File: src/rtl/constraint_solve_scheduler.sv
// Shared-LFSR constrained random value scheduler: round-robin grant, redraw until in range.
// Optional macro CONSTRAINT_SCHED_FALLBACK_EN: on exhaustion return the lower bound instead of failing.
module constraint_solve_scheduler #(
    parameter int          NUM_REQ   = 4,
    parameter int          WIDTH     = 16,
    parameter int          MAX_TRIES = 8,
    parameter logic [15:0] SEED      = 16'hACE1
) (
    input  logic                         clk,
    input  logic                         rst,
    input  logic [NUM_REQ-1:0]           req_valid,
    output logic [NUM_REQ-1:0]           req_ready,
    input  logic [NUM_REQ*WIDTH-1:0]     req_min,
    input  logic [NUM_REQ*WIDTH-1:0]     req_max,
    output logic                         rsp_valid,
    input  logic                         rsp_ready,
    output logic [$clog2(NUM_REQ)-1:0]   rsp_id,
    output logic [WIDTH-1:0]             rsp_value,
    output logic                         rsp_fail
);

    localparam int IDW = $clog2(NUM_REQ);

    typedef enum logic [1:0] {IDLE, DRAW, RESP} state_t;

    state_t           state;
    state_t           state_nxt;
    logic [15:0]      lfsr;
    logic [WIDTH-1:0] cand;
    logic [IDW-1:0]   last_grant;
    logic [IDW:0]     start;
    logic [IDW:0]     off;
    logic [IDW:0]     gsum;
    logic [IDW-1:0]   gnt;
    logic [NUM_REQ-1:0] rot;
    logic             found;
    logic             accept;
    logic             contra;
    logic [WIDTH-1:0] sel_min;
    logic [WIDTH-1:0] sel_max;
    logic [WIDTH-1:0] bnd_min;
    logic [WIDTH-1:0] bnd_max;
    logic [7:0]       tries;
    logic             hit;
    logic             last_try;
    logic [WIDTH-1:0] exh_value;
    logic             exh_fail;

    // Free-running Fibonacci LFSR, taps 16,14,13,11
    always_ff @(posedge clk or posedge rst) begin
        if (rst) begin
            lfsr <= SEED;
        end else begin
            lfsr <= {lfsr[0] ^ lfsr[2] ^ lfsr[3] ^ lfsr[5], lfsr[15:1]};
        end
    end

    assign cand = lfsr[WIDTH-1:0];

    // Round-robin search: rotate so last_grant+1 sits at bit 0, pick lowest set bit
    always_comb begin
        start = (last_grant == IDW'(NUM_REQ-1)) ? '0 : {1'b0, last_grant} + (IDW+1)'(1);
        rot   = NUM_REQ'({req_valid, req_valid} >> start);
        found = 1'b0;
        off   = '0;
        for (int i = NUM_REQ-1; i >= 0; i--) begin
            if (rot[i]) begin
                found = 1'b1;
                off   = (IDW+1)'(i);
            end
        end
        gsum = start + off;
        if (gsum >= (IDW+1)'(NUM_REQ)) begin
            gsum = gsum - (IDW+1)'(NUM_REQ);
        end
        gnt = gsum[IDW-1:0];
    end

    always_comb begin
        sel_min = '0;
        sel_max = '0;
        for (int i = 0; i < NUM_REQ; i++) begin
            if (gnt == IDW'(i)) begin
                sel_min = req_min[i*WIDTH +: WIDTH];
                sel_max = req_max[i*WIDTH +: WIDTH];
            end
        end
    end

    assign accept    = (state == IDLE) && found;
    assign contra    = sel_min > sel_max;
    assign req_ready = accept ? (NUM_REQ'(1) << gnt) : '0;
    assign hit       = (cand >= bnd_min) && (cand <= bnd_max);
    assign last_try  = (tries == 8'(MAX_TRIES-1));
    assign rsp_valid = (state == RESP);

`ifdef CONSTRAINT_SCHED_FALLBACK_EN
    assign exh_value = bnd_min;
    assign exh_fail  = 1'b0;
`else
    assign exh_value = '0;
    assign exh_fail  = 1'b1;
`endif

    always_comb begin
        state_nxt = state;
        case (state)
            IDLE: begin
                if (accept) begin
                    state_nxt = contra ? RESP : DRAW;
                end
            end
            DRAW: begin
                if (hit || last_try) begin
                    state_nxt = RESP;
                end
            end
            RESP: begin
                if (rsp_ready) begin
                    state_nxt = IDLE;
                end
            end
            default: state_nxt = IDLE;
        endcase
    end

    // Control and response registers
    always_ff @(posedge clk or posedge rst) begin
        if (rst) begin
            state      <= IDLE;
            last_grant <= IDW'(NUM_REQ-1);
            tries      <= '0;
            rsp_id     <= '0;
            rsp_value  <= '0;
            rsp_fail   <= 1'b0;
        end else begin
            state <= state_nxt;
            if (accept) begin
                last_grant <= gnt;
                rsp_id     <= gnt;
                tries      <= '0;
                if (contra) begin
                    rsp_value <= '0;
                    rsp_fail  <= 1'b1;
                end
            end else if (state == DRAW) begin
                if (hit) begin
                    rsp_value <= cand;
                    rsp_fail  <= 1'b0;
                end else begin
                    tries <= tries + 8'd1;
                    if (last_try) begin
                        rsp_value <= exh_value;
                        rsp_fail  <= exh_fail;
                    end
                end
            end
        end
    end

    // Bounds are captured at accept; later changes by the requester are ignored
    always_ff @(posedge clk) begin
        if (accept) begin
            bnd_min <= sel_min;
            bnd_max <= sel_max;
        end
    end

endmodule

File: config.mk
export PLATFORM = sky130hd
export DESIGN_NAME = constraint_solve_scheduler
export DESIGN_NICKNAME = d
export VERILOG_FILES = /design/src/rtl/constraint_solve_scheduler.sv
export SDC_FILE = /design/constraint.sdc
export NUM_CORES = 1
export LEC_CHECK = 0
export ABC_AREA = 0
export CORE_ASPECT_RATIO = 0.75
export CORE_MARGIN = 3
export CORE_UTILIZATION = 45
export CTS_BUF_LIST = sky130_fd_sc_hd__clkbuf_8
export DETAILED_ROUTE_END_ITERATION = 8
export PLACE_DENSITY = 0.79
export SYNTH_ARGS = -nofsm -noshare
export SYNTH_HDL_FRONTEND = slang
export SYNTH_SLANG_ARGS = --single-unit
File: constraint.sdc
create_clock -name clk -period 4.13 [get_ports clk]
set_input_delay 0.826 -clock clk [delete_from_list [all_inputs] [get_ports clk]]
set_output_delay 0.826 -clock clk [all_outputs]
set_load 0.01 [all_outputs]
After elaboration in Yosys (flattened, before gate mapping)

Index checks and enable logic that the tools add are counted.

Flip-flop bits (word level): 79
Logic and storage cells: 81
Output and inout bits: 24

Add/subtract/negate cells: 4
Eq/ne operators: 12
Bitwise gates (word level): 3
Muxes and demuxes: 37
$lt $le $gt $ge: 4
Reduce and logical (&&, ||, !) cells: 10
Shifts and indexed selects: 2

Operator list:

| kind                                                                    | number |
|---|---|
| 16-bit 2-to-1 mux                                                       | 13 |
| 8-bit 2-to-1 mux                                                        | 3 |
| 16-bit >= comparator                                                    | 1 |
| 16-bit > comparator                                                     | 1 |
| 16-bit <= comparator                                                    | 1 |
| 2-bit 2-to-1 mux                                                        | 6 |
| 3-bit 2-to-1 mux                                                        | 4 |
| 1-bit 2-to-1 mux                                                        | 9 |
| 8-bit by 1-bit adder with 8-bit output, second input constant           | 1 |
| 2-bit == test, second input constant                                    | 4 |
| 8-bit by 3-bit == test with 1-bit output, second input constant         | 1 |
| 8-bit by 3-bit right shift with 4-bit output                            | 1 |
| 2-bit inequality test, second input constant                            | 3 |
| 2-bit case mux with 3 select lines                                      | 1 |
| 3-bit AND reduction                                                     | 2 |
| 2-bit by 1-bit == test with 1-bit output, second input constant         | 2 |
| 2-bit zero test                                                         | 2 |
| 4-bit 2-to-1 mux                                                        | 1 |
| 2-bit by 1-bit inequality test with 1-bit output, second input constant | 2 |
| 1-bit by 2-bit << shifter with 4-bit output, first input constant       | 1 |
| 2-bit by 1-bit adder with 3-bit output, second input constant           | 1 |
| 3-bit adder                                                             | 1 |
| 3-bit >= comparator, second input constant                              | 1 |
| 3-bit nonzero test                                                      | 1 |
| other kinds (6)                                                         | 9 |

Depth between registers and ports, before layout

Word-level depth: 19
Gate-level depth with buffers: 17
Mapped depth without buffers: 14

Worst setup path before layout

No wires, ideal clock.

Path kind: flip-flop to flip-flop
From: register last_grant[0]
To: register rsp_value[9]
Clock period less this slack: 3.881 ns
Required time: 4.053 ns
Buffers on the path: 4
Setup slack: 0.249 ns
Arrival time: 3.804 ns
Cell stages (with the launch flop): 18
Cell sequence: dfstp_2 -> ha_1 -> buf_2 -> o31ai_1 -> a222oi_1 -> o21ai_0 -> buf_2 -> buf_4 -> mux2i_1 -> mux2_2 -> ha_1 -> a21o_1 -> a221o_1 -> a221oi_2 -> a21bo_2 -> buf_4 -> nand3_1 -> o21ai_1

Word-level cells in the longest chain between the ends: 18

Ends and longest elaborated chain:

| what                                                                                      | RTL line | text |
|---|---|---|
| start, declared                                                                           | 30       | `logic [IDW-1:0] last_grant;` |
| start signal, assigned                                                                    | 131      | `last_grant <= IDW'(NUM_REQ-1);` |
| start signal, assigned                                                                    | 139      | `last_grant <= gnt;` |
| 2-bit by 1-bit adder with 3-bit output / 2-bit == test (equally long branches)            | 62       | `start = (last_grant == IDW'(NUM_REQ-1)) ? '0 : {1'b0, last_grant} + (IDW+1)'(1);` |
| 3-bit 2-to-1 mux (*)                                                                      | 62       |  |
| 8-bit by 3-bit right shift with 4-bit output                                              | 63       | `rot = NUM_REQ'({req_valid, req_valid} >> start);` |
| 2-bit 2-to-1 mux                                                                          | 67       | `if (rot[i]) begin` |
| 3-bit 2-to-1 mux (3 in a row)                                                             | 67       |  |
| 3-bit adder                                                                               | 72       | `gsum = start + off;` |
| 3-bit >= comparator / 2-bit by 1-bit subtractor with 2-bit output (equally long branches) | 73, 74   |  |
| 2-bit 2-to-1 mux                                                                          | 73       | `if (gsum >= (IDW+1)'(NUM_REQ)) begin` |
| 2-bit zero test                                                                           | 83       | `if (gnt == IDW'(i)) begin` |
| 16-bit 2-to-1 mux (4 in a row)                                                            | 83       |  |
| 16-bit > comparator                                                                       | 91       | `assign contra = sel_min > sel_max;` |
| 2-bit by 1-bit inequality test with 1-bit output (no line)                                | -        |  |
| 3-bit AND reduction (no line)                                                             | -        |  |
| end signal, assigned                                                                      | 148      | `rsp_value <= cand;` |
| end signal, assigned                                                                      | 153      | `rsp_value <= exh_value;` |
| end, declared                                                                             | 18       | `output logic [WIDTH-1:0] rsp_value,` |

Mark *: on every way between the ends. The rest lies on a longest branch, timed or not.
A chain may end at the register's enable or synchronous reset.

Worst setup path after layout

From: register last_grant[0]
To: register rsp_value[15]

The elaborated chain is that of the path after synthesis.

==> metrics.cfg <==
[finish]
stdcell_count = 948
drive_gt1_frac = 0.214
area_growth_pct = 51.7
layout_commonest_cell = clkdlybuf4s50_1
diodes = 0
mostFrequentLayoutCells = 154 x clkdlybuf4s50_1, 100 x mux2i_1, 81 x buf_4
multiInputGateArea_um2 = 3470
design_area_um2 = 8610
final_nets = 966
seqCellArea_um2 = 2150
fillers = 796

[yosys]
yosys_warnings = 0
async_flop_share = 0.595
syn-instance-count = 546
yosysUniqueCellTypes = 57
synth_flop_cell = dfrtp_1
syn-cell-area_um2 = 5680
ys_ff_latch = 79
syn_area_per_cell_um2 = 10.4
yosysSeqAreaShare = 0.379
syn_nets = 731
synth_compound_gate_area_share = 0.136
synth-simple-area-share = 0.106
synthMuxAreaShare = 0.213
synth_xor_area_frac = 0.00463
synth-edff-count = 32
synthAdderAreaFrac = 0.110
synth_top_family_by_area = multiplexers

[power]
p_clk_frac = 0.089
p_comb_frac = 0.721
seqPwrFrac = 0.191
power.switching_uw = 2770
power_switching_share = 0.397
p_leak_uw = 0.00397
p_int_uw = 4210
vdd_drop_max_v = 0.000517
power_density_nw_per_um2 = 811

[timing]
slew_violations = 0
worst_pin_slew_ps = 951
post-route-min-period_ps = 4080
timing.fmax_ghz = 0.245
period_share = 0.987
final_hold_viol_count = 0
finClkSkew_ps = 14.5
maxSlewHeadroom = 0.365
setup_viol = 0
rsz0062_at_grt = true

[clocking]
clk-insertion-delay-late_ps = 370
numCtsBuffers = 9
clkTransAtPathRegs_ps = 90
cts-root-buf = clkbuf_8
clockBufferDepth = 2
htree_levels = 3
cts_tree = built
cts.sinks = 79

[grt]
grt_max_degree = 48
grt_pass1_vias = 5276
antenna_found_initial = 0
gr-usage-all-layers = 0.222
grt_pass1_wl_um = 25100
overflow = 0

[route]
num_vias = 5301
antenna_left = 0
vias_per_cell = 5.59
drt_iter0_drc = 251
firstDrtPassIters = 5
drc_errors = 0
avgRoutedWirePerCell_um = 17.7
wl_um = 16800

[setup_path]
cp_max_fo = 16
critPathMostFrequentCell = buf_4
critPathArrivalTime_ps = 4360
worstPathCellList = ha_4 -> o31ai_4 -> a222oi_1 -> buf_4 -> o21ai_4 -> buf_12 -> buf_4 -> mux2i_1 -> mux2_2 -> ha_1 -> and2_1 -> a221o_1 -> a221oi_2 -> buf_4 -> a21bo_2 -> buf_12 -> nand3_1 -> o21ai_1
r2r_cells = 18
critical_path_class = reg2reg
slowest_stage = dfstp_2
required_ps = 4410
cp-start-kind = register
crit_path_end_kind = register
cpPeakStageDelay_ps = 570

[placed_design]
numPortBuffers = 158
dp_hpwl_um = 12400
dpl.cell_count = 911
place_area_um2 = 7990
globalplace.congestion = 0.827

[hold_path]
min_path_type = reg2reg
holdPathStages = 0

[die]
start_util = 0.475
die_h_um = 103
ios = 159
fp-row-count = 34
die_area_um2 = 14000
core_region_area_um2 = 12000
die_x_um = 136

[outcome]
outcome = finished clean

[job]
drv_cap = 0

-- synth_stat cells, types with 13 or more instances --
master / n / area share
a21oi_1: 17 / 0.015
buf_2: 13 / 0.011
dfrtp_1: 37 / 0.16
edfxtp_1: 32 / 0.17
ha_1: 50 / 0.11
inv_1: 35 / 0.023
mux2_2: 16 / 0.032
mux2i_1: 103 / 0.18
nand2_1: 63 / 0.042
nand3_1: 21 / 0.019
o21ai_0: 13 / 0.011
o21ai_1: 17 / 0.015
o32a_1: 17 / 0.030
-- area by class of cell --
| type | count | share of cell area |
|---|---|---|
| clock inverters | 7 | 0.00973 |
| clock buffers | 9 | 0.0144 |
| well taps | 162 | 0.0235 |
| inverters | 36 | 0.0163 |
| multi-input cells | 403 | 0.403 |
| flip-flops and latches | 79 | 0.250 |
| repair buffers | 252 | 0.284 |
-- power groups by stage --
stage | Combinational (uW) | Sequential, uW | Clock (uW)
after CTS | 4390 | 1330 | 619
final | 5040 | 1330 | 620
after detailed placement | 4230 | 1340 | 0
after global routing | 5410 | 1360 | 651
after global placement | 4030 | 1330 | 0
after floorplan | 2500 | 1320 | 0
-- what timing repair did --
| item | 4_1_cts | 5_1_grt |
|---|---|---|
| setup endpoints to repair | 19 | 20 |
| setup buffers | 8 | 11 |
| resized for setup | 14 | 31 |
| hold endpoints to repair | 0 | 0 |
| hold buffers | 0 | 0 |
| gates cloned | 0 | 2 |
| pin swaps | 6 | 11 |
-- sequential cells by signal (all words and copies together) (netlist names) --
register    count
state           2
bnd_min        16
bnd_max        16
rsp_id          2
rsp_value      16
last_grant      2
cand           16
rsp_fail        1
tries           8
-- logic make-up (layout without fill, tap and decap cells) --
family | count (synthesis) | after routing
AOI/OAI and AO/OA | 102 | 102
xor gates and xnor gates | 3 | 3
adders and majority gates | 50 | 50
buffers and inverters | 64 | 304
DFF | 79 | 79
muxes | 119 | 119
and+or+nand+nor | 129 | 129
-- metal layers --
| metal | track usage | wire, um |
|---|---|---|
| met5 | 0 | 0 |
| met4 | 0.0596 | 318 |
| met3 | 0.0546 | 1320 |
| met1 | 0.285 | 6920 |
| met2 | 0.381 | 8200 |
-- final timing paths --
check                           slack, ps                         to                 startpoint
worst max-delay path                   50  rsp_value[15]$_DFFE_PP0P_  last_grant[0]$_DFFE_PP1P_
worst min-delay path                  400          cand[5]$_DFF_PP1_          cand[6]$_DFF_PP1_
worst max register to register         50  rsp_value[15]$_DFFE_PP0P_  last_grant[0]$_DFFE_PP1P_
worst min register to register        400          cand[5]$_DFF_PP1_          cand[6]$_DFF_PP1_
max in group asynchronous            2540          cand[2]$_DFF_PP0_                        rst
min in group asynchronous            1000       state[1]$_DFFE_PP0P_                        rst
-- per-stage QoR --
stage	power, uW	hold slack (ps)	TNS (ps)	setup slack [ps]	utilization
global placement	5360	384	-11230	-635	0.668
floorplan	3830	372	0	249	-
global route	7420	405	-874	-80.5	0.720
finish	6990	396	0	54.4	0.720
detailed placement	5570	383	-13620	-809	0.668
CTS	6340	396	0	4.13	0.693
-- worst max-delay path: cells and delay by family (launching register included) --
kind | cells | cell delay (ps)
adders and majority gates | 2 | 480
muxes | 2 | 460
AOI/OAI and AO/OA | 7 | 1410
and+or+nand+nor | 2 | 260
DFF | 1 | 570
buffers and inverters | 5 | 780
(Power assumes the default switching activity.)
